===== src/rtl/cam_table_lookup.sv =====
// cam_table_lookup: sweeps a DEPTH-entry CAM SRAM for a key; reports hit and lowest matching index.
// Optional macro CAM_LOOKUP_EARLY_EXIT_EN: respond on the first match instead of sweeping all entries.
module cam_table_lookup #(
  parameter int DEPTH        = 16,
  parameter int ADDR_WIDTH   = 4,
  parameter int DATA_WIDTH   = 48,
  parameter int READ_LATENCY = 2
) (
  input  logic                  CLK,
  input  logic                  ARST_N,
  input  logic                  req_valid,
  output logic                  req_ready,
  input  logic [DATA_WIDTH-1:0] req_key,
  input  logic [DEPTH-1:0]      entry_valid,
  output logic [ADDR_WIDTH-1:0] raddr,
  input  logic [DATA_WIDTH-1:0] rd,
  output logic                  rsp_valid,
  input  logic                  rsp_ready,
  output logic                  rsp_hit,
  output logic [ADDR_WIDTH-1:0] rsp_index
);
  typedef enum logic [1:0] {IDLE, SCAN, DRAIN, RESP} state_t;
  localparam logic [ADDR_WIDTH-1:0] LAST = ADDR_WIDTH'(DEPTH - 1);
  state_t state, state_nx;
  logic [DATA_WIDTH-1:0] key;
  logic [DEPTH-1:0] mask;
  logic [ADDR_WIDTH-1:0] tag_a [READ_LATENCY];
  logic [READ_LATENCY-1:0] tag_v;
  logic accept, issue, match, last_out, flush;
  // Reset gates req_ready so nothing is accepted while the engine is held in reset.
  assign req_ready = ARST_N && state == IDLE;
  assign rsp_valid = state == RESP;
  assign accept    = req_valid && req_ready;
  assign issue     = state == SCAN;
  assign match     = tag_v[READ_LATENCY-1] && rd == key && mask[tag_a[READ_LATENCY-1]];
  assign last_out  = tag_v[READ_LATENCY-1] && tag_a[READ_LATENCY-1] == LAST;
`ifdef CAM_LOOKUP_EARLY_EXIT_EN
  assign flush = match && !rsp_hit;
`else
  assign flush = 1'b0;
`endif
  always_comb begin
    state_nx = state;
    case (state)
      IDLE:    state_nx = accept ? SCAN : IDLE;
      SCAN:    state_nx = flush ? RESP : (raddr == LAST ? DRAIN : SCAN);
      DRAIN:   state_nx = (flush || last_out) ? RESP : DRAIN;
      default: state_nx = rsp_ready ? IDLE : RESP;
    endcase
  end
  always_ff @(posedge CLK or negedge ARST_N) begin
    if (!ARST_N) begin
      state     <= IDLE;
      key       <= '0;
      mask      <= '0;
      raddr     <= '0;
      rsp_hit   <= 1'b0;
      rsp_index <= '0;
      tag_v     <= '0;
      for (int k = 0; k < READ_LATENCY; k++) tag_a[k] <= '0;
    end else begin
      state    <= state_nx;
      tag_a[0] <= raddr;
      tag_v[0] <= issue && !flush;
      for (int k = 1; k < READ_LATENCY; k++) begin
        tag_a[k] <= tag_a[k-1];
        tag_v[k] <= tag_v[k-1] && !flush;
      end
      if (accept) begin
        key       <= req_key;
        mask      <= entry_valid;
        rsp_hit   <= 1'b0;
        rsp_index <= '0;
        raddr     <= '0;
      end else begin
        if (issue && raddr != LAST && !flush) raddr <= raddr + ADDR_WIDTH'(1);
        // Only the first match is captured so the lowest index wins.
        if (match && !rsp_hit) begin
          rsp_hit   <= 1'b1;
          rsp_index <= tag_a[READ_LATENCY-1];
        end
      end
    end
  end
endmodule


===== config.mk =====
export PLATFORM = sky130hd
export DESIGN_NAME = cam_table_lookup
export DESIGN_NICKNAME = d
export VERILOG_FILES = /design/src/rtl/cam_table_lookup.sv
export SDC_FILE = /design/constraint.sdc
export NUM_CORES = 1
export LEC_CHECK = 0
export ABC_AREA = 1
export BUFFER_PORTS_ARGS = -buffer_cell sky130_fd_sc_hd__buf_2
export CORE_ASPECT_RATIO = 1.5
export CORE_UTILIZATION = 52
export DETAILED_ROUTE_END_ITERATION = 6
export GPL_ROUTABILITY_DRIVEN = 1
export PLACE_DENSITY = 0.79
export SYNTH_ARGS = -nofsm -noshare
export SYNTH_HDL_FRONTEND = slang
export SYNTH_SLANG_ARGS = --single-unit

===== constraint.sdc =====
create_clock -name CLK -period 1.7 [get_ports CLK]
set_input_delay 0.17 -clock CLK [delete_from_list [all_inputs] [get_ports CLK]]
set_output_delay 0.17 -clock CLK [all_outputs]
set_load 0.02 [all_outputs]

==> parameters.txt <==
Parameter                              Value

Synth
  Most area-consuming cells after synthesis    dfrtp_1 45%, nand2_1 25%, inv_1 7.8%, o21ai_0 4.8%, nor2_1 3.6%
  Post-synthesis compound-gate area fraction    between 6 and 7%
  Proportion of synthesized flip-flops having asynchronous set or reset    100%
  Share of the synthesized area in the top cell type    between 40% and 50%
  Number of standard cells after synthesis    between 600 and 700
  Combinational family with the most area after synthesis    simple AND/OR/NAND/NOR gates
  Most frequent cell after synthesis    nand2_1
  Count of flip-flops with a built-in enable after synthesis    0
  Top cell type by total area after synthesis    dfrtp_1
  Warnings from Yosys    0
  Post-synthesis share of cell area spent on xor and xnor gates    between 1.5 and 2%
  Share of synthesized cell area in and, or, nand and nor gates    between 30% and 40%
  Adder-cell share of the synthesized area    less than 1%
  Most common flop cell mapped by yosys    dfrtp_1
  Count of cell types in the netlist    34
  Nets in the synthesized netlist    805
  Avg Synthesized Cell Area    6.84 um2
  Synth Cell Area    roughly 4700 um2
  Sequential-to-total area share from yosys stat    45.2%
  Multiplexer area fraction after synthesis    0%
  Synth Register Bits    85
  Commonest cells in the synthesized netlist    318 x nand2_1, 98 x inv_1, 85 x dfrtp_1

CTS
  CTS Root Cell    clkbuf_16
  H-tree lvl count    3
  Buffer depth of the longest clock path    2
  CTS buffer count    9
  Worst-skew pair later-pin latency    0.35 ns
  CTS tree    built
  Sinks on Clock Net    85
  Post-CTS clock slew at the launch and capture registers of the worst setup and hold paths    approximately 0.060 ns

Drt
  Iter 0 DRT Violations    about 270
  Number of design rule violations left after detail routing    0
  Total routed wirelength    approximately 13000 um
  First-pass iteration count of the detailed router    5
  Mean routed wirelength per cell    roughly 14 um
  Antenna Nets Post-Route    0
  Number of vias after detailed routing    between 4000 and 5000
  Mean number of vias per cell    approximately 5

STA
  Share of the clock period used by the worst path after layout    between 90% and 100%
  Final clock skew    around 0.0063 ns
  Max_slew headroom    between 60 and 70%
  Shortest clock period the worst path allows after layout    roughly 1.6 ns
  Maximum operating frequency    just over 0.6 GHz
  Slew at the pin closest to its max-slew limit    between 0.4 and 0.5 ns
  Setup violations, final    0
  Final Hold Fails    0
  Number of max-slew violations in the final report    0

Cells and area
  Share of final-layout standard cells stronger than drive strength 1    21.5%
  Final Instance Count excl. Fillers    around 930
  # diodes    0
  Area added between synthesis and finish    23.3%
  Nets    between 900 and 1000

Worst setup path
  Critical-path cell list    nand2_1 > nand2_1 > nor2_1 > nand2_1 > nor2_1 > nand2_1 > nor2_2 > nand4_4 > nand3_1 > nand2_1
  Most frequent cell on the critical path    nand2_1
  CP bufs+invs    0
  Sort of element at the end of the critical path    flip-flop
  Endpoint required time on the critical path    1.94 ns
  Critical Path Fanout Max    5
  Slowest Stage Delay on Critical Path    roughly 0.39 ns
  CP max stage cell    dfrtp_1
  Critical path arrival    roughly 1.8 ns
  Critical path class    reg -> reg
  Critical path's top delay family    simple AND/OR/NAND/NOR gates
  Startpoint types    flip-flop

GRT
  Number of global-route vias before repair    4845
  Global-route usage over all layers    29.7%
  Pin count of the biggest net entering global routing    86
  Wire length of the first global-routing pass    between 20000 and 25000 um
  Number of antenna violations at the first check in global routing    0
  Global route total overflow    0

Die
  Height of the die    between 100 and 150 um
  Die Outline Area    9450 um2
  Width of the chip    79.7 um
  Area of the core region    a little under 9000 um2
  Boundary pin count    127
  Effective utilization at floorplan    53.3%
  Core Rows    42

Place
  Count of input and output buffers    approximately 130
  Placed cell count    around 910
  Half-perimeter wire length of the detailed placement result    ~9700 um
  GP Congestion    roughly 0.9

Run status
  Run status    finished, final reports clean

Power and ir drop
  Total power    roughly 0.0090 W
  Maximum ir drop on the vdd rail    0.000961 V
  Leakage power figure    ~3.3 nW
  Pwr dens    ~1600 nW/um2

Worst hold path
  HP Class    in -> reg

Flow run
  Max Cap Violations    0
==> final timing paths <==
path                                 start           end  slack, ns  depth (start not counted)
setup / recovery                   key[46]  rsp_index[2]        0.1                         10
hold / removal             entry_valid[15]      mask[15]       0.02                          3
setup reg to reg                   key[46]  rsp_index[2]        0.1                         10
hold reg to reg                   tag_a[6]      tag_a[2]       0.35                          0
max in group asynchronous           ARST_N      tag_a[0]       0.86                          3
min in group asynchronous           ARST_N        key[3]       0.45                          3
==> final cells by class <==
cell class / instances / area (um2)
Inverter: 109 / 414
Multi-Input combinational cell: 479 / 2100
Tap cell: 110 / 138
Clock inverter: 3 / 17.5
Fill cell: 818 / 3020
Clock buffer: 13 / 280
Sequential cell: 85 / 2130
Timing Repair Buffer: 133 / 726
==> power breakdown <==
group	switching, W	leakage, nW	internal (W)
sequential	0.000661	1.05	0.00294
clock	0.000797	0.148	0.00114
combinational	0.00220	2.14	0.00129
total	0.00366	3.34	0.00537
==> layout by cell type, fill, tap and decap left out, types with 6 or more instances in the layout <==
| master | netlist | final |
|---|---|---|
| nand2_1 | 318 | 318 |
| inv_2 | 10 | 10 |
| nand4_1 | 8 | 8 |
| nor2_1 | 45 | 44 |
| inv_1 | 98 | 98 |
| clkbuf_16 | 0 | 9 |
| o21ai_1 | 7 | 8 |
| nand3_1 | 21 | 19 |
| o21ai_0 | 45 | 44 |
| xnor2_1 | 7 | 6 |
| dfrtp_1 | 85 | 84 |
| buf_2 | 9 | 125 |
==> worst reg2reg max path, stage by stage, from the launching register on <==
cell     delay, ns
dfrtp_1       0.39
nand2_1       0.08
nand2_1       0.08
nor2_1        0.22
nand2_1       0.08
nor2_1        0.14
nand2_1       0.09
nor2_2        0.13
nand4_4       0.13
nand3_1       0.10
nand2_1       0.06
==> per-layer routing <==
layer | vias up | wire length (um) | track usage (%)
li1 | 2334 | - | -
met1 | 2127 | 4860 | 32.9
met2 | 189 | 6500 | 50.9
met3 | 52 | 744 | 4.79
met4 | 0 | 714 | 20.0
met5 | - | 0 | 0
==> logic make-up (layout without fill, tap and decap cells) <==
group           after synthesis  count (layout)
simple gates                409             409
fa+ha+maj                     1               1
flops                        85              85
xor+xnor                      9               9
compound gates               60              60
buf+inv                     124             258
==> registers in the layout, indices dropped and copies added, names as in the netlist <==
| signal | count |
|---|---|
| raddr | 4 |
| key | 48 |
| tag_a | 8 |
| tag_v | 2 |
| rsp_index | 4 |
| mask | 16 |
| state | 2 |
| rsp_hit | 1 |
==> stage by stage <==
stage / util (%) / setup slack, ns / cell area [um2] / setup TNS (ns) / hold WS (ns)
after floorplan: - / 0.240 / 4710 / 0 / -0.126
after global placement: 61.8 / 0.161 / 5460 / 0 / 0.306
after detailed placement: 61.8 / 0.112 / 5460 / 0 / 0.313
after CTS: 65.3 / 0.0955 / 5770 / 0 / 0.0164
after global routing: 65.8 / -0.00211 / 5810 / -0.00211 / 0.0284
final: 65.8 / 0.0953 / 5810 / 0 / 0.0186
==> what timing repair did <==
item,CTS,global route
setup endpoints to repair,0,5
resized for setup,0,7
hold endpoints to repair,85,0
buffers inserted,0,1
hold buffers,1,0
(Power assumes the default switching activity.)
